<file path="config.mk">
export PLATFORM = sky130hd
export DESIGN_NAME = motion_bbox_tracker
export DESIGN_NICKNAME = d
export VERILOG_FILES = /design/src/rtl/motion_bbox_tracker.sv
export SDC_FILE = /design/constraint.sdc
export NUM_CORES = 1
export LEC_CHECK = 0
export ABC_AREA = 1
export CORE_ASPECT_RATIO = 1.5
export CORE_MARGIN = 2
export CORE_UTILIZATION = 62
export CTS_CLUSTER_SIZE = 8
export DETAILED_ROUTE_END_ITERATION = 7
export GPL_TIMING_DRIVEN = 0
export PLACE_DENSITY = 0.82
export SYNTH_ARGS = -nofsm -noshare
export SYNTH_HDL_FRONTEND = slang
export SYNTH_SLANG_ARGS = --single-unit
</file>
<file path="constraint.sdc">
create_clock -name iCLK -period 10.47 [get_ports iCLK]
set_input_delay 2.094 -clock iCLK [delete_from_list [all_inputs] [get_ports iCLK]]
set_output_delay 2.094 -clock iCLK [all_outputs]
set_load 0.05 [all_outputs]
</file>
<file path="src/rtl/motion_bbox_tracker.sv">
// Run-length filtered motion bounding box tracker.
// Publishes box and area of confirmed motion pixels once per frame.
module motion_bbox_tracker #(
  parameter int H_ACTIVE = 640,
  parameter int V_ACTIVE = 480,
  parameter int XW       = 11,
  parameter int YW       = 10,
  parameter int CW       = 20,
  parameter int THRESH   = 128,
  parameter int MIN_RUN  = 4,
  parameter int MIN_AREA = 64
) (
  input  logic          iCLK,
  input  logic          iRST_N,
  input  logic          iDVAL,
  input  logic          iFrameStart,
  input  logic [9:0]    iMotion,
  output logic [XW-1:0] oX_MIN,
  output logic [XW-1:0] oX_MAX,
  output logic [YW-1:0] oY_MIN,
  output logic [YW-1:0] oY_MAX,
  output logic [CW-1:0] oArea,
  output logic          oBoxValid,
  output logic          oFrameDone
);

  localparam int RW = $clog2(MIN_RUN + 1);
  localparam logic [XW-1:0] X_LAST = XW'(H_ACTIVE - 1);
  localparam logic [YW-1:0] Y_LAST = YW'(V_ACTIVE - 1);
  localparam logic [RW-1:0] RUN_FULL = RW'(MIN_RUN);
  localparam logic [RW-1:0] RUN_PRE = RW'(MIN_RUN - 1);
  localparam logic [9:0] TH = 10'(THRESH);
  localparam logic [CW-1:0] RUN_ADD = CW'(MIN_RUN);
  localparam logic [CW-1:0] MIN_A = CW'(MIN_AREA);

  logic [XW-1:0] x, cx, nx;
  logic [YW-1:0] y, cy, ny;
  logic [RW-1:0] run_len, clen, nlen;
  logic [XW-1:0] run_start, nstart, seg;
  logic [XW-1:0] acc_xmin, acc_xmax;
  logic [YW-1:0] acc_ymin, acc_ymax;
  logic [CW-1:0] acc_area;
  logic          any_hit;
  logic [XW-1:0] cxmin, cxmax, nxmin, nxmax;
  logic [YW-1:0] cymin, cymax, nymin, nymax;
  logic [CW-1:0] carea, narea, add;
  logic [CW:0]   sum;
  logic          chit, nhit, motion, last, do_add;

  // iFrameStart acts as if the frame state had just been initialised
  always_comb begin
    cx    = iFrameStart ? '0 : x;
    cy    = iFrameStart ? '0 : y;
    clen  = iFrameStart ? '0 : run_len;
    cxmin = iFrameStart ? X_LAST : acc_xmin;
    cxmax = iFrameStart ? '0 : acc_xmax;
    cymin = iFrameStart ? Y_LAST : acc_ymin;
    cymax = iFrameStart ? '0 : acc_ymax;
    carea = iFrameStart ? '0 : acc_area;
    chit  = iFrameStart ? 1'b0 : any_hit;
    motion = iDVAL && (iMotion >= TH);
    nx     = cx;
    ny     = cy;
    nlen   = clen;
    nstart = run_start;
    nxmin  = cxmin;
    nxmax  = cxmax;
    nymin  = cymin;
    nymax  = cymax;
    nhit   = chit;
    last   = 1'b0;
    do_add = 1'b0;
    add    = '0;
    seg    = (clen == '0) ? cx : run_start;
    if (iDVAL) begin
      last = (cx == X_LAST) && (cy == Y_LAST);
      nx   = (cx == X_LAST) ? '0 : cx + 1'b1;
      if (cx == X_LAST)
        ny = (cy == Y_LAST) ? '0 : cy + 1'b1;
      if (motion) begin
        if (clen == '0)
          nstart = cx;
        if (clen != RUN_FULL)
          nlen = clen + 1'b1;
        if (clen == RUN_PRE) begin
          nxmin  = (seg < cxmin) ? seg : cxmin;
          nxmax  = (cx > cxmax) ? cx : cxmax;
          nymin  = (cy < cymin) ? cy : cymin;
          nymax  = (cy > cymax) ? cy : cymax;
          nhit   = 1'b1;
          do_add = 1'b1;
          add    = RUN_ADD;
        end else if (clen == RUN_FULL) begin
          nxmax  = (cx > cxmax) ? cx : cxmax;
          do_add = 1'b1;
          add    = CW'(1);
        end
      end else begin
        nlen = '0;
      end
      if (cx == X_LAST)
        nlen = '0;
    end
    sum   = {1'b0, carea} + {1'b0, add};
    narea = carea;
    if (do_add)
      narea = sum[CW] ? '1 : sum[CW-1:0];
  end

  always_ff @(posedge iCLK) begin
    if (!iRST_N) begin
      x          <= '0;
      y          <= '0;
      run_len    <= '0;
      run_start  <= '0;
      acc_xmin   <= X_LAST;
      acc_xmax   <= '0;
      acc_ymin   <= Y_LAST;
      acc_ymax   <= '0;
      acc_area   <= '0;
      any_hit    <= 1'b0;
      oX_MIN     <= '0;
      oX_MAX     <= '0;
      oY_MIN     <= '0;
      oY_MAX     <= '0;
      oArea      <= '0;
      oBoxValid  <= 1'b0;
      oFrameDone <= 1'b0;
    end else begin
      x          <= nx;
      y          <= ny;
      run_len    <= nlen;
      run_start  <= nstart;
      oFrameDone <= last;
      if (last) begin
        acc_xmin <= X_LAST;
        acc_xmax <= '0;
        acc_ymin <= Y_LAST;
        acc_ymax <= '0;
        acc_area <= '0;
        any_hit  <= 1'b0;
        oArea    <= narea;
        if (nhit && (narea >= MIN_A)) begin
          oBoxValid <= 1'b1;
          oX_MIN    <= nxmin;
          oX_MAX    <= nxmax;
          oY_MIN    <= nymin;
          oY_MAX    <= nymax;
        end else begin
          oBoxValid <= 1'b0;
          oX_MIN    <= '0;
          oX_MAX    <= '0;
          oY_MIN    <= '0;
          oY_MAX    <= '0;
        end
      end else begin
        acc_xmin <= nxmin;
        acc_xmax <= nxmax;
        acc_ymin <= nymin;
        acc_ymax <= nymax;
        acc_area <= narea;
        any_hit  <= nhit;
      end
    end
  end

endmodule
</file>
Yosys cells after proc, flatten, opt, wreduce, memory -nomap -nowiden

Index checks and enable logic that the tools add are counted.

Bits in registers: 162
Bits of input ports: 14
Output and inout port bits: 64
Word-level logic and storage cells: 94

$add $sub $neg: 4
Order comparisons: 6
Eq/ne operators: 5
Multiplexer cells: 55
Bitwise operators: 1
Reductions and logical operators: 6

Operators with widths:

| operator                                                                             | number |
|---|---|
| 11-bit 2-to-1 mux                                                                    | 17 |
| 10-bit 2-to-1 mux                                                                    | 16 |
| 20-bit 2-to-1 mux                                                                    | 3 |
| 3-bit 2-to-1 mux                                                                     | 8 |
| 20-bit by 20-bit adder with 21-bit output                                            | 1 |
| 20-bit by 7-bit greater-or-equal comparator with 1-bit output, second input constant | 1 |
| 11-bit by 1-bit adder with 11-bit output, second input constant                      | 1 |
| 11-bit by 10-bit == test with 1-bit output, second input constant                    | 1 |
| 11-bit greater-than comparator                                                       | 1 |
| 11-bit less-than comparator                                                          | 1 |
| 1-bit 2-to-1 mux                                                                     | 11 |
| 10-bit by 1-bit adder with 10-bit output, second input constant                      | 1 |
| 10-bit by 9-bit == test with 1-bit output, second input constant                     | 1 |
| 10-bit by 8-bit greater-or-equal comparator with 1-bit output, second input constant | 1 |
| 10-bit greater-than comparator                                                       | 1 |
| 10-bit less-than comparator                                                          | 1 |
| 3-bit by 1-bit adder with 3-bit output, second input constant                        | 1 |
| 3-bit by 2-bit == test with 1-bit output, second input constant                      | 1 |
| 3-bit == test, second input constant                                                 | 1 |
| 1-bit logical AND                                                                    | 3 |
| 3-bit logical NOT                                                                    | 1 |
| 3-bit inequality test, second input constant                                         | 1 |
| 2-bit AND reduction                                                                  | 1 |
| 2-bit OR reduction                                                                   | 1 |
| 1-bit inverter                                                                       | 1 |

Logic depth before layout (Yosys ltp)

Word-level depth: 12
Mapped depth: 29
Mapped depth without buffers: 23

Worst setup path after synthesis

OpenSTA, ideal clock, no wires.

Path type: in2reg
Start: input port iFrameStart
End: register oX_MIN[7]
Library setup time: 113 ps
Arrival time: 5491 ps
Data required time: 10357 ps
Slack: 4866 ps
Stages: 24
Path buffers: 7
Path through: buf_6 -> inv_2 -> buf_6 -> buf_6 -> buf_2 -> buf_1 -> nand2_1 -> ha_1 -> inv_1 -> nor2_1 -> clkinv_1 -> clkbuf_1 -> o21ai_0 -> inv_1 -> ha_1 -> a21oi_1 -> nor2_1 -> a2111oi_1 -> nand2_1 -> clkbuf_1 -> nand2_1 -> nand2_1 -> nand3_1 -> nand2_1

Elaborated cells on any way between the ends: 36
Those cells by class: 1 x add/sub; 2 x order compare; 4 x eq/ne; 26 x mux; 3 x reduce/logical

RTL lines:

| element                       | RTL line | RTL |
|---|---|---|
| start, declared               | 16       | `input logic iFrameStart,` |
| 3-bit 2-to-1 mux              | 54       | `clen = iFrameStart ? '0 : run_len;` |
| 3-bit logical NOT             | 74       | `seg = (clen == '0) ? cx : run_start;` |
| 11-bit 2-to-1 mux *           | -        |  |
| named net seg[8]              | 39       | `logic [XW-1:0] run_start, nstart, seg;` |
| 11-bit less-than comparator * | 86       | `nxmin = (seg < cxmin) ? seg : cxmin;` |
| 11-bit 2-to-1 mux *           | 86       |  |
| 11-bit 2-to-1 mux *           | 85       | `if (clen == RUN_PRE) begin` |
| 11-bit 2-to-1 mux *           | 80       | `if (motion) begin` |
| 11-bit 2-to-1 mux *           | 75       | `if (iDVAL) begin` |
| 11-bit 2-to-1 mux *           | 143      | `if (nhit && (narea >= MIN_A)) begin` |
| end signal, assigned          | 145      | `oX_MIN <= nxmin;` |
| end, declared                 | 18       | `output logic [XW-1:0] oX_MIN,` |

The timed path passes the listed nets; every way through them passes the cells marked *.
A chain may end at the register's enable or synchronous reset.

Final worst setup path

Start: input port iFrameStart
End: register oY_MIN[0]

Word-level cells in the longest chain between the ends: 12
Elaborated cells on any way between the ends: 34
Those cells by class: 1 x add/sub; 2 x order compare; 4 x eq/ne; 25 x mux; 2 x reduce/logical

Ends and longest elaborated chain:

| element                                                       | RTL line | RTL |
|---|---|---|
| 3-bit 2-to-1 mux                                              | 54       |  |
| 3-bit == test                                                 | 93       | `end else if (clen == RUN_FULL) begin` |
| 1-bit 2-to-1 mux                                              | 93       |  |
| 3-bit 2-to-1 mux                                              | 85       |  |
| 3-bit 2-to-1 mux                                              | 80       |  |
| 3-bit 2-to-1 mux                                              | 75       |  |
| 20-bit by 20-bit adder with 21-bit output                     | 104      | `sum = {1'b0, carea} + {1'b0, add};` |
| 20-bit 2-to-1 mux                                             | 107      | `narea = sum[CW] ? '1 : sum[CW-1:0];` |
| 20-bit 2-to-1 mux                                             | 106      | `if (do_add)` |
| 20-bit by 7-bit greater-or-equal comparator with 1-bit output | 143      |  |
| 1-bit logical AND                                             | 143      |  |
| 10-bit 2-to-1 mux                                             | 143      |  |
| end signal, assigned                                          | 147      | `oY_MIN <= nymin;` |
| end, declared                                                 | 20       | `output logic [YW-1:0] oY_MIN,` |

Parallel ways exist; a longest one is shown, timed or not.

==> metrics.md <==
| Metric | Value |
|---|---|
| Iteration count of the initial detailed-routing pass | 4 |
| Maximum clock skew at final layout | 10.8 ps |
| Die Ht | 146 µm |
| Flip-flop cell with the highest count after synthesis | sky130_fd_sc_hd__dfxtp_1 |
| Synth Warn # | 0 |
| Synth Instances | 1202 |
| Fmax | 156 MHz |
| Number of slew-limit violations in the final report | 0 |
| PD cells | 131 nW/µm² |
| Number of setup buffers added after CTS | 0 |
| Worst-margin pin slew | 770 ps |
| Share of the synthesized area in the top cell type | 38.9% |
| Sequential-to-total area share from yosys stat | 38.9% |
| Net count reported at finish | 1351 |
| Worst r2r src | run_len[0] |
| Destination of the worst register-to-register timing path | oX_MIN[4] |
| # Max-Cap Violations | 0 |
| HPWL after DPL | 16400 µm |
| Count of hold-fix buffers inserted at cts | 0 |
| Number of input and output port buffers inserted | 68 |
| Maximum VDD drop | 0.0929 mV |
| Net count after synthesis | 1264 |
| Count of distinct cell types in the synthesized netlist | 40 |
| Fraction of the cycle the final worst path needs | 61.4% |
| Hold Path Origin | oY_MAX[4] |
| Yosys reg bits | 162 |
| Antenna diode count | 0 |
| Hold slack | 449 ps |
| Post-synthesis async set-or-reset flop share | 0% |
| Largest net degree at the start of global routing | 17 |
| Routed wire per std cell | 15.1 µm |
| Total of cells resized after clock tree synthesis | 0 |
| Most frequent cells after synthesis | sky130_fd_sc_hd__nand2_1 (294), sky130_fd_sc_hd__dfxtp_1 (162), sky130_fd_sc_hd__nor2_1 (151) |
| Post-route ant nets | 0 |
| Clock tree from TritonCTS | built |
| Netlist area before placement | 8340 µm² |
| Share of final-layout standard cells stronger than drive strength 1 | 6.61% |
| Crit path capture type | register |
| Routed wire length | 22100 µm |
| Worst Setup Start Kind | primary input |
| Global-route total usage across every layer | 31.3% |
| Total number of vias | 7987 |
| Clock latency on the worst-skew pair | 430 ps |
| Setup slack at placement | 3670 ps |
| WP data arrival | 6750 ps |
| Placer's final routability congestion estimate | 0.916 |
| Number of buffers inserted during clock tree synthesis | 17 |
| Clk sink count | 162 |
| Total grt overflow | 0 |
| Hold worst-path end | oY_MAX[4] |
| Outcome | completed |
| Count leader, synth | sky130_fd_sc_hd__nand2_1 |
| Reported leakage power | 0.00436 µW |
| Residual DRC | 0 |
| Mean post-synth cell area | 6.94 µm² |
| Min-Delay Path Depth | 2 |
| Critical path class | in -> reg |
| Cell Rows | 51 |
| Leading area contributor after synthesis | sky130_fd_sc_hd__dfxtp_1 |
| H-tree levels | 4 |
| Setup total negative slack | 0 ps |
| Wire length of the first global-routing pass | 36300 µm |
| Floorplan Core Area | 13100 µm² |
| Leading cell types by total area after synthesis | sky130_fd_sc_hd__dfxtp_1 (39%), sky130_fd_sc_hd__nand2_1 (13%), sky130_fd_sc_hd__ha_1 (7.2%) |
| Vias in the first global route | 7638 |
| Relative area change from synthesis to final layout | 17.4% |
| Starting utilization of the core area | 63.8% |
| CTS Root Buffer Type | sky130_fd_sc_hd__clkbuf_16 |
| Via density | 5.47 |
| Hold Crit Class | reg -> reg |
| Unrepaired setup endpoints after global routing | false |
| Layout Utilization | 74.9% |
| Final WS setup | 4040 ps |
| Number of primary I/O pins | 78 |
| Hold Fails Final Rpt | 0 |
| Number of antenna violations at the first check in global routing | 0 |
| Starting DRC count in detailed routing | 518 |
| Deepest clock path buffer count | 2 |
| Clock slew seen by the registers of the worst setup and hold paths | 60 ps |
| Floorplan die area | 14400 µm² |
| Worst rel slew slack | 48.7% |
| Worst R2R Path Depth | 18 |
| Width of the die | 98.7 µm |
| Internal reg-to-reg setup slack | 6550 ps |
| Maximum fanout count along the critical path | 10 |
| Final min period | 6430 ps |
| Number of failing setup endpoints in the final timing report | 0 |
| Worst path required time | 10790 ps |
| Number of enable-type register cells in the synthesized netlist | 0 |
## power by group
group / switching (µW) / internal [µW] / total (µW)
clock network: 268 / 345 / 612
registers: 1.60 / 620 / 621
logic: 35.7 / 11.9 / 47.6
## sequential cells by signal, indices dropped and copies added (netlist names), 11 cells and up
register / flops
oX_MAX: 11
acc_xmin: 11
acc_xmax: 11
acc_area: 20
oX_MIN: 11
x: 11
run_start: 11
oArea: 20
## per-stage QoR
| step | instances | power (µW) | instance area, µm² |
|---|---|---|---|
| global route | 1461 | 1310 | 9800 |
| global placement | 1429 | 681 | 9220 |
| CTS | 1461 | 1280 | 9800 |
| floorplan | 1202 | 665 | 8340 |
| finish | 1461 | 1280 | 9800 |
| detailed placement | 1429 | 681 | 9220 |
## metal layers
layer / global-route usage, % / vias to the layer above / wire, µm
li1: - / 4048 / -
met1: 34.5 / 3639 / 8640
met2: 56.8 / 235 / 11400
met3: 5.60 / 65 / 1100
met4: 15.5 / 0 / 989
met5: 0 / - / 0
## cell usage in the layout (no fill, tap or decap), types with 4 or more instances in the layout
master	instances
sky130_fd_sc_hd__a211oi_1	4
sky130_fd_sc_hd__nand2_1	294
sky130_fd_sc_hd__nand4_1	16
sky130_fd_sc_hd__nor2_1	151
sky130_fd_sc_hd__a21oi_1	63
sky130_fd_sc_hd__buf_1	5
sky130_fd_sc_hd__nor4_1	7
sky130_fd_sc_hd__ha_1	48
sky130_fd_sc_hd__o21ai_0	63
sky130_fd_sc_hd__buf_2	12
sky130_fd_sc_hd__buf_6	8
sky130_fd_sc_hd__nor3_1	11
sky130_fd_sc_hd__nand3_2	4
sky130_fd_sc_hd__o21a_1	10
sky130_fd_sc_hd__clkbuf_1	28
sky130_fd_sc_hd__and2_1	10
sky130_fd_sc_hd__dfxtp_1	162
sky130_fd_sc_hd__or2_2	10
sky130_fd_sc_hd__xor2_1	9
sky130_fd_sc_hd__inv_6	6
sky130_fd_sc_hd__clkbuf_16	17
sky130_fd_sc_hd__nor2_2	9
sky130_fd_sc_hd__nand3_1	111
sky130_fd_sc_hd__inv_1	128
sky130_fd_sc_hd__clkdlybuf4s50_1	68
sky130_fd_sc_hd__o21ai_1	11
## worst max-delay path: stages
cell,delay [ps]
sky130_fd_sc_hd__buf_6,130
sky130_fd_sc_hd__inv_2,60
sky130_fd_sc_hd__buf_6,150
sky130_fd_sc_hd__buf_6,160
sky130_fd_sc_hd__buf_2,280
sky130_fd_sc_hd__buf_1,520
sky130_fd_sc_hd__nand2_1,160
sky130_fd_sc_hd__inv_1,150
sky130_fd_sc_hd__ha_1,210
sky130_fd_sc_hd__ha_1,180
sky130_fd_sc_hd__inv_1,60
sky130_fd_sc_hd__nor2_1,390
sky130_fd_sc_hd__ha_1,250
sky130_fd_sc_hd__nand2_1,80
sky130_fd_sc_hd__o21ai_2,290
sky130_fd_sc_hd__nand3_1,210
sky130_fd_sc_hd__nand2_1,100
sky130_fd_sc_hd__nand3_1,80
sky130_fd_sc_hd__a21oi_1,370
sky130_fd_sc_hd__nand2_1,130
sky130_fd_sc_hd__nor2_2,160
sky130_fd_sc_hd__nand3_4,180
sky130_fd_sc_hd__buf_6,200
sky130_fd_sc_hd__nand3_1,80
sky130_fd_sc_hd__nand2_1,50
## area by class of cell
cell class              count  area, µm²
fillers                  1064       3290
plain buffers              52        270
clock buffers              20        457
multi-input cells         854       4320
flip-flops and latches    162       3240
inverters                 134        503
clock inverters            12        119
repair buffers             68        681
well taps                 159        199
## cells by family (layout without fill, tap and decap cells)
family | Yosys count | in the layout | share of synthesized area (%)
adders and majority gates | 48 | 48 | 7.20
buffers and inverters | 186 | 286 | 9.27
and+or+nand+nor | 636 | 636 | 33.2
xor gates and xnor gates | 12 | 12 | 1.26
DFF | 162 | 162 | 38.9
AOI/OAI and AO/OA | 158 | 158 | 10.2
## worst max-delay path by stage
stage,start,to,slack [ps],cells past startpoint
4_1_cts,iFrameStart,oX_MIN[1],4110,26
3_5_place_dp,iFrameStart,oX_MIN[1],3670,26
6_report,iFrameStart,oY_MIN[0],4040,25
3_3_place_gp,iFrameStart,oX_MIN[1],3690,26
2_1_floorplan,iFrameStart,oX_MIN[7],4870,24
5_1_grt,iFrameStart,oX_MIN[4],3640,24
No activity file was read; power rests on OpenSTA's default activity.
